## src/rtl/pc_fetch_pkg.sv

```systemverilog
// Shared types for the PC fetch sequencer: FSM states, redirect sources,
// the redirect payload and the redirect priority ordering.
package pc_fetch_pkg;

  localparam int unsigned XLEN   = 32;
  localparam int unsigned JIDX_W = 26;

  localparam logic [XLEN-1:0] RESET_PC_DEFAULT = 32'h0000_0000;
  localparam logic [XLEN-1:0] PC_STEP          = 32'd4;

  typedef enum logic [1:0] {
    ST_BOOT  = 2'd0,
    ST_FETCH = 2'd1,
    ST_HOLD  = 2'd2
  } state_e;

  // Encoding order matches priority so the rank is simply the code.
  typedef enum logic [1:0] {
    SRC_NONE   = 2'd0,
    SRC_JUMP   = 2'd1,
    SRC_BRANCH = 2'd2,
    SRC_JR     = 2'd3
  } redir_src_e;

  typedef struct packed {
    redir_src_e      src;
    logic [XLEN-1:0] target;
  } redirect_t;

  localparam redirect_t REDIRECT_NONE = '{src: SRC_NONE, target: '0};

  // Rank of a redirect source; higher wins.
  function automatic logic [1:0] redir_prio(input redir_src_e src);
    logic [1:0] rank;
    case (src)
      SRC_JR:     rank = 2'd3;
      SRC_BRANCH: rank = 2'd2;
      SRC_JUMP:   rank = 2'd1;
      default:    rank = 2'd0;
    endcase
    return rank;
  endfunction

  // Redirects raised by the execute stage also flush ID/EX.
  function automatic logic is_exec_src(input redir_src_e src);
    return (src == SRC_BRANCH) || (src == SRC_JR);
  endfunction

endpackage

```

## src/rtl/next_pc_target.sv

```systemverilog
// Combinational redirect target generation and arbitration.
// Ports:
//   jump_i/jump_idx_i/dec_pc4_i    decode-stage j/jal request
//   branch_i/branch_off_i/ex_pc4_i execute-stage taken branch
//   jr_i/jr_addr_i                 execute-stage jr
//   win_c                          highest-priority redirect this cycle (SRC_NONE if none)
//   misalign_c                     jr requested with a non word-aligned address
module next_pc_target
  import pc_fetch_pkg::*;
(
  input  logic              jump_i,
  input  logic [JIDX_W-1:0] jump_idx_i,
  input  logic [XLEN-1:0]   dec_pc4_i,
  input  logic              branch_i,
  input  logic [XLEN-1:0]   branch_off_i,
  input  logic [XLEN-1:0]   ex_pc4_i,
  input  logic              jr_i,
  input  logic [XLEN-1:0]   jr_addr_i,
  output redirect_t         win_c,
  output logic              misalign_c
);

  logic [XLEN-1:0] jump_tgt;
  logic [XLEN-1:0] branch_tgt;
  logic [XLEN-1:0] jr_tgt;

  // Jump keeps the 256 MB region of the decode PC+4.
  assign jump_tgt   = (dec_pc4_i & 32'hF000_0000) | XLEN'({jump_idx_i, 2'b00});
  // Shifting the full offset drops bits 31:30, i.e. {off[29:0], 2'b00}.
  assign branch_tgt = ex_pc4_i + (branch_off_i << 2);
  assign jr_tgt     = jr_addr_i & 32'hFFFF_FFFC;

  assign misalign_c = jr_i && (jr_addr_i[1:0] != 2'b00);

  // Execute beats decode; within execute, jr beats branch.
  always_comb begin
    win_c = REDIRECT_NONE;
    if (jr_i) begin
      win_c = '{src: SRC_JR, target: jr_tgt};
    end else if (branch_i) begin
      win_c = '{src: SRC_BRANCH, target: branch_tgt};
    end else if (jump_i) begin
      win_c = '{src: SRC_JUMP, target: jump_tgt};
    end
  end

endmodule

```

## src/rtl/pc_fetch_ctrl.sv

```systemverilog
// Program-counter sequencer: owns the PC, issues instruction fetches,
// buffers one instruction while IF/ID stalls, and merges jump/branch/jr
// redirects with pipeline flush generation.
// Ports:
//   clk_i, rst_i                          clock, synchronous active-low reset
//   imem_req_o/imem_addr_o                fetch request and address
//   imem_ack_i/imem_data_i                fetch completion and instruction word
//   instr_valid_o/instr_o/pc4_o           instruction handed to IF/ID
//   stall_i                               IF/ID not ready
//   jump_i/jump_idx_i/dec_pc4_i           decode redirect
//   branch_i/branch_off_i/ex_pc4_i        execute branch redirect
//   jr_i/jr_addr_i                        execute register-jump redirect
//   flush_id_o/flush_ex_o                 pipeline flush pulses
//   misalign_o                            sticky misaligned-jr flag
module pc_fetch_ctrl
  import pc_fetch_pkg::*;
#(
  parameter logic [31:0] RESET_PC = RESET_PC_DEFAULT
) (
  input  logic              clk_i,
  input  logic              rst_i,
  output logic              imem_req_o,
  output logic [XLEN-1:0]   imem_addr_o,
  input  logic              imem_ack_i,
  input  logic [XLEN-1:0]   imem_data_i,
  output logic              instr_valid_o,
  output logic [XLEN-1:0]   instr_o,
  output logic [XLEN-1:0]   pc4_o,
  input  logic              stall_i,
  input  logic              jump_i,
  input  logic [JIDX_W-1:0] jump_idx_i,
  input  logic [XLEN-1:0]   dec_pc4_i,
  input  logic              branch_i,
  input  logic [XLEN-1:0]   branch_off_i,
  input  logic              jr_i,
  input  logic [XLEN-1:0]   jr_addr_i,
  input  logic [XLEN-1:0]   ex_pc4_i,
  output logic              flush_id_o,
  output logic              flush_ex_o,
  output logic              misalign_o
);

  state_e          state_q, state_d;
  logic [XLEN-1:0] pc_q, pc_d;
  redirect_t       pend_q, pend_d;
  logic [XLEN-1:0] buf_q, buf_d;
  logic            misalign_q, misalign_d;

  redirect_t       win_c;
  logic            misalign_c;
  logic [XLEN-1:0] pc_plus4;
  logic            have_redir;
  logic            active;

  next_pc_target u_target (
    .jump_i       (jump_i),
    .jump_idx_i   (jump_idx_i),
    .dec_pc4_i    (dec_pc4_i),
    .branch_i     (branch_i),
    .branch_off_i (branch_off_i),
    .ex_pc4_i     (ex_pc4_i),
    .jr_i         (jr_i),
    .jr_addr_i    (jr_addr_i),
    .win_c        (win_c),
    .misalign_c   (misalign_c)
  );

  assign pc_plus4   = pc_q + PC_STEP;
  assign have_redir = (win_c.src != SRC_NONE);
  assign active     = (state_q != ST_BOOT);

  // State and datapath registers.
  always_ff @(posedge clk_i) begin
    if (!rst_i) begin
      state_q    <= ST_BOOT;
      pc_q       <= RESET_PC;
      pend_q     <= REDIRECT_NONE;
      buf_q      <= '0;
      misalign_q <= 1'b0;
    end else begin
      state_q    <= state_d;
      pc_q       <= pc_d;
      pend_q     <= pend_d;
      buf_q      <= buf_d;
      misalign_q <= misalign_d;
    end
  end

  // Next-state and output logic.
  always_comb begin
    state_d       = state_q;
    pc_d          = pc_q;
    pend_d        = pend_q;
    buf_d         = buf_q;
    misalign_d    = misalign_q;
    imem_req_o    = 1'b0;
    instr_valid_o = 1'b0;
    instr_o       = '0;
    pc4_o         = '0;
    flush_id_o    = 1'b0;
    flush_ex_o    = 1'b0;

    // Redirects are ignored during BOOT; otherwise any presented redirect flushes.
    if (active) begin
      flush_id_o = have_redir;
      flush_ex_o = is_exec_src(win_c.src);
      misalign_d = misalign_q | misalign_c;
    end

    case (state_q)
      ST_BOOT: begin
        state_d = ST_FETCH;
      end

      ST_FETCH: begin
        imem_req_o = 1'b1;
        if (!imem_ack_i) begin
          // Address must stay stable, so park the redirect until the ack.
          if (have_redir && (redir_prio(win_c.src) >= redir_prio(pend_q.src))) begin
            pend_d = win_c;
          end
        end else if (is_exec_src(win_c.src)) begin
          pc_d   = win_c.target;
          pend_d = REDIRECT_NONE;
        end else if (pend_q.src != SRC_NONE) begin
          pc_d   = pend_q.target;
          pend_d = REDIRECT_NONE;
        end else if (have_redir) begin
          pc_d = win_c.target;
        end else begin
          instr_valid_o = 1'b1;
          instr_o       = imem_data_i;
          pc4_o         = pc_plus4;
          if (!stall_i) begin
            pc_d = pc_plus4;
          end else begin
            buf_d   = imem_data_i;
            state_d = ST_HOLD;
          end
        end
      end

      ST_HOLD: begin
        // Pending is always empty here: HOLD is only entered on a clean ack.
        if (have_redir) begin
          pc_d    = win_c.target;
          state_d = ST_FETCH;
        end else begin
          instr_valid_o = 1'b1;
          instr_o       = buf_q;
          pc4_o         = pc_plus4;
          if (!stall_i) begin
            pc_d    = pc_plus4;
            state_d = ST_FETCH;
          end
        end
      end

      default: begin
        state_d = ST_BOOT;
      end
    endcase
  end

  assign imem_addr_o = pc_q;
  assign misalign_o  = misalign_q;

endmodule

```

## config.mk

```make
export PLATFORM = sky130hd
export DESIGN_NAME = pc_fetch_ctrl
export DESIGN_NICKNAME = d
export VERILOG_FILES = /design/src/rtl/pc_fetch_pkg.sv /design/src/rtl/next_pc_target.sv /design/src/rtl/pc_fetch_ctrl.sv
export SDC_FILE = /design/constraint.sdc
export NUM_CORES = 1
export LEC_CHECK = 0
export ABC_AREA = 1
export BUFFER_PORTS_ARGS = -buffer_cell sky130_fd_sc_hd__buf_2
export CAP_MARGIN = 15
export CORE_MARGIN = 4
export CORE_UTILIZATION = 50
export CTS_CLUSTER_SIZE = 16
export DETAILED_ROUTE_END_ITERATION = 16
export PLACE_DENSITY_LB_ADDON = 0.08
export SYNTH_ARGS = -nofsm -noshare
export SYNTH_HDL_FRONTEND = slang
export SYNTH_SLANG_ARGS = --single-unit
```

## constraint.sdc

```tcl
create_clock -name clk_i -period 3.1 [get_ports clk_i]
set_input_delay 0.31 -clock clk_i [delete_from_list [all_inputs] [get_ports clk_i]]
set_output_delay 0.31 -clock clk_i [all_outputs]
set_load 0.01 [all_outputs]
```

# Word level (Yosys, flattened, before mapping)
# Index checks and enable logic that the tools add are counted.
[classes] addsub=2 multipliers=0 div=0 n_lt_le_gt_ge=1 eq_ne=15 shift=0 n_mux=46 n_bitwise=5 reduce_logical=14
[op_table] op="$mux 32" n=14
[op_table] op="$mux 34" n=6
[op_table] op="$pmux 32 s2" n=3
[op_table] op="$mux 33" n=1
[op_table] op="$add 32x3->32 const B" n=1
[op_table] op="$add 32x32->32" n=1
[op_table] op="$or 32x28->32" n=1
[op_table] op="$mux 2" n=11
[op_table] op="$pmux 2 s3" n=3
[op_table] op="$reduce_and 6->1" n=2
[op_table] op="$reduce_bool 2->1" n=6
[op_table] op="$eq 2x2->1 const B" n=5
[op_table] op="$ne 2x2->1 const B" n=5
[op_table] op="$mux 1" n=7
[op_table] op="$eq 2x1->1 const B" n=3
[op_table] op="$ne 3x1->1 const B" n=1
[op_table] op="$ne 3x3->1 const B" n=1
[op_table] op="$not 1->1" n=3
[op_table] op="$reduce_and 3->1" n=1
[op_table] op="$ge 2x2->1" n=1
[op_table] op="$logic_and 1x1->1" n=2
[op_table] op="$logic_not 2->1" n=1
[op_table] op="$pmux 1 s2" n=1
[op_table] op="$reduce_and 2->1" n=1
[op_table] op="2 further kinds" n=2
[word_totals] regBits=101 latch_bits=0 mem_bits_rw=0 rom_bits=0 in_bits=193 elab_cells=89 n_memories=0

# Logic depth before layout (Yosys ltp)
[logic_depth] depth_word=12 depth_mapped=16 ltp_nobuf=16

# Cells and area by module
# Synthesis repeated with hierarchy kept, for this count alone.
[unflattened] hier_cells=1673 area_unflattened_um2=9536.6
[by_module_without_submodules] module="pc_fetch_ctrl" n_inst=1 cells_each=1092 area_each_um2=6663.9 seq_area_each_um2=2021.9
[by_module_without_submodules] module="next_pc_target" n_inst=1 cells_each=581 area_each_um2=2872.8 seq_area_each_um2=0.0

# Worst setup path after synthesis
# OpenSTA, ideal clock, no wires.
[synth_timing] kind="in2reg" from="input port branch_i" to="register pend_q[18] in the netlist's numbering" arrival_ns=2.132 required_ns=2.968 slack_ns=0.836 cell_stages=12 path_buffers=3 cell_sequence="buf_2 -> nor2_4 -> clkbuf_1 -> nor2_1 -> ha_1 -> o21ai_0 -> nand2_1 -> nand3_1 -> clkinv_1 -> clkbuf_1 -> nand3_1 -> a21oi_1"
[synth_via] elab_chain_cells=10 elab_cells_between_ends=18 classes_between="order compare: 1; eq/ne: 4; mux: 8; reduce/logical: 5"
[synth_lines] item="from (decl)" line="pc_fetch_ctrl.sv:33" text="input logic branch_i,"
[synth_lines] item="$mux 34 *" line="next_pc_target.sv:40" text="end else if (branch_i) begin"
[synth_lines] item="$mux 34 *" line="next_pc_target.sv:38" text="if (jr_i) begin"
[synth_lines] item="$eq 2x1->1 / $eq 2x2->1 (equally long branches)" line="pc_fetch_pkg.sv:35, pc_fetch_pkg.sv:46"
[synth_lines] item="$pmux 2 s3" line="pc_fetch_pkg.sv:35" text="case (src)"
[synth_lines] item="$mux 2" line="pc_fetch_ctrl.sv:117" text="if (!imem_ack_i) begin"
[synth_lines] item="$mux 2" line="pc_fetch_ctrl.sv:110" text="case (state_q)"
[synth_lines] item="$ge 2x2->1" line="pc_fetch_ctrl.sv:119" text="if (have_redir && (redir_prio(win_c.src) >= redir_prio(pend_q.src))) begin"
[synth_lines] item="$logic_and 1x1->1" line="pc_fetch_ctrl.sv:119"
[synth_lines] item="$reduce_bool 2->1 (no source line)"
[synth_lines] item="$reduce_and 3->1 (no source line)"
[synth_lines] item="to (signal assigned)" line="pc_fetch_ctrl.sv:83" text="pend_q <= pend_d;"
[synth_lines] item="to (decl)" line="pc_fetch_ctrl.sv:45" text="redirect_t pend_q, pend_d;"
# Every way passes the cells marked *; elsewhere a longest branch is shown, timed or not. The select of a mux whose other input is x is not followed.
# A chain may end at the register's enable or synchronous reset.

# Worst setup path after layout
[layout_timing] from="register pc_q[2] (netlist: imem_addr_o[2])" to="output port pc4_o[18]"
[layout_via] elab_chain_cells=6
[layout_lines] item="from (decl)" line="pc_fetch_ctrl.sv:44" text="logic [XLEN-1:0] pc_q, pc_d;"
[layout_lines] item="from (signal assigned)" line="pc_fetch_ctrl.sv:82" text="pc_q <= pc_d;"
[layout_lines] item="$add 32x3->32 *" line="pc_fetch_ctrl.sv:68" text="assign pc_plus4 = pc_q + PC_STEP;"
[layout_lines] item="$mux 32 *" line="pc_fetch_ctrl.sv:128, pc_fetch_ctrl.sv:145"
[layout_lines] item="$mux 32" line="pc_fetch_ctrl.sv:125" text="end else if (pend_q.src != SRC_NONE) begin"
[layout_lines] item="$mux 32" line="pc_fetch_ctrl.sv:122" text="end else if (is_exec_src(win_c.src)) begin"
[layout_lines] item="$mux 32" line="pc_fetch_ctrl.sv:117"
[layout_lines] item="$pmux 32 s2 *" line="pc_fetch_ctrl.sv:110"
[layout_lines] item="to (decl)" line="pc_fetch_ctrl.sv:28" text="output logic [XLEN-1:0] pc4_o,"
# Every way passes the cells marked *; elsewhere a longest branch is shown, timed or not.

==> results.tsv <==
metric	value	unit
post-route-period-util	87.2	%
first_pass_iters	6	
crit_path_frequent_cell	nand2_1	
num_vias	10700	
final_nets	1975	
cts_buffers	9	
ys_seq_area_share	23.3	%
synth_compound_area_share	21.1	%
yosysUniqueCellTypes	50	
grt_pass1_vias	9932	
cap_violations	0	
synth-async-reset-ratio	0	%
grt_overflow	0	
drt_iter0_markers	928	
ant_nets	0	
cts_hold_buf	0	
fin_setup_tns	0	ns
synth_edf_count	0	
grt_pass1_wl	49.1	mm
min_period	2.70	ns
synth_seq_cells	101	
fp.coreArea	16800	µm²
synth_fp_nets	1745	
die_w	140	µm
fin_util	62.4	%
cts_root_buf	clkbuf_16	
dp_hpwl	23.4	mm
gp_congestion	1.00	
io_buffers	263	
cts_tree	built	
synth_top_family_by_area	simple AND/OR/NAND/NOR gates	
finalInstanceArea	10500	µm²
synthAdderAreaFrac	5.42	%
drv_slew	0	
crit_path_cell_trace	ha_1 -> buf_4 -> nand3_2 -> nor2_1 -> nand2_1 -> inv_2 -> nand3_1 -> nor2_2 -> nand2_1 -> nand2_1 -> nor2_1 -> buf_2	
placed_cells	1953	
cts_max_level	3	
arrival	2.39	ns
critPathBufInv	3	
setup_viol	0	
hp-class	input pin to register	
n_antenna_cell	0	
fillers	1757	
worstMarginPinSlew	0.647	ns
final_cells	1970	
ys_warn_count	0	
vias_per_cell	5.41	
initial_core_util	51.7	%
ir_drop	0.000326	V
grt_max_degree	70	
p_leak	5.23	nW
slew_headroom	56.9	%
cts.sinks	101	
area_growth	20.6	%
finalWirelength	30.3	mm
power_density	516	nW/µm²
cp_max_fo	9	
clock_skew	0.0152	ns
hold_viol	0	
drive_gt1_share	20.3	%
clock.fmax	0.370	GHz
cpPeakStageDelay	0.52	ns
start_kind	register	
fp.dieH	140	µm
wl_per_cell	15.4	µm
synth_ff_type	dfxtp_1	
ctsResizeCount	0	
drc_errors	0	
synthMuxAreaShare	0	%
final_common_cell	nand2_1	
synthXorXnorAreaFrac	1.82	%
crit_family	simple AND/OR/NAND/NOR gates	
rows	47	
synth-simple-area-share	37.8	%
clock_latency	0.36	ns
track_usage	30.0	%
synth_area	8670	µm²
placed_area	10100	µm²
layout_common_cells	nand2_1, buf_2, nor2_1, a21oi_1, inv_1	
status	finished, final reports clean	
clk_path_buf_depth	2	
critPathKind	register to primary output	
io-pin-count	294	
avgSynthCellArea	5.72	µm²
netlist_instances	1515	
postCtsSetupBuffers	0	
antenna_found_initial	3	
critPathRequiredTime	2.79	ns
critical_path.slowest_cell	dfxtp_1	
dieArea	19500	µm²
critPathCaptureType	primary output	
grt_setup_unrepaired	false	
path_clk_slew	0.08	ns
finalPower	0.00539	W
==> tightest hold or removal path, cell delays in order <==
cell	delay (ns)
buf_2	0.09
nor2_1	0.04
nor2_1	0.08
==> through the flow <==
| step | hold slack [ns] | worst slack, ns |
|---|---|---|
| global placement | 0.441 | 0.741 |
| floorplan | 0.445 | 0.836 |
| detailed placement | 0.448 | 0.718 |
| CTS | 0.173 | 0.436 |
| finish | 0.180 | 0.396 |
| global route | 0.187 | 0.211 |
==> per-layer routing <==
layer | track usage [%] | up-vias | part of all wire, %
li1 | - | 5395 | -
met1 | 37.6 | 4786 | 41
met2 | 51.5 | 416 | 48
met3 | 6.96 | 53 | 8.7
met4 | 8.41 | 6 | 2.5
met5 | 0 | - | 0.089
==> kinds of logic after synthesis <==
| family | Yosys count |
|---|---|
| flops | 101 |
| compound gates | 340 |
| xor+xnor | 18 |
| simple gates | 788 |
| fa+ha+maj | 37 |
| buf+inv | 231 |
==> state kept, by name (all words and copies together) (netlist names) <==
name	flops
pend_q	34
buf_q	32
state_q	2
misalign_o	1
imem_addr_o	32
==> path summary, 6_finish.rpt <==
kind	start	end	slack (ns)	depth (start not counted)
max	imem_addr_o[2]	pc4_o[18]	0.40	12
min	imem_data_i[29]	buf_q[29]	0.18	3
max reg2reg	imem_addr_o[2]	imem_addr_o[18]	0.81	13
min reg2reg	misalign_o	misalign_o	0.46	2
==> where the power goes <==
| group | switching [W] | internal [W] | total, W |
|---|---|---|---|
| Combinational | 0.00157 | 0.000825 | 0.00240 |
| Sequential | 0.000326 | 0.00154 | 0.00186 |
| Clock | 0.000564 | 0.000567 | 0.00113 |
==> Yosys cell counts, drive strengths merged (4+ instances only) <==
library cell    n  area (µm²)
a21oi         174         875
a31oi          14        87.6
buf            28         145
clkbuf         38         146
dfxtp         101        2020
ha             36         450
inv           164         616
nand2         437        1660
nand3          98         500
nand4           7        50.1
nor2          200         796
nor3           22         125
o211ai          6        45.0
o21ai         110         554
o21bai          4        30.0
o22ai          17         113
or2            21         131
xor2           17         149
==> area by class of cell <==
| class | count | area, µm² | area share, % |
|---|---|---|---|
| multi-input cells | 1183 | 5750 | 54.9 |
| flip-flops and latches | 101 | 2020 | 19.3 |
| repair buffers | 285 | 1510 | 14.4 |
| inverters | 165 | 619 | 5.92 |
| well taps | 220 | 275 | 2.63 |
| clock buffers | 10 | 229 | 2.19 |
| clock inverters | 6 | 62.6 | 0.598 |
(Power assumes the default switching activity.)
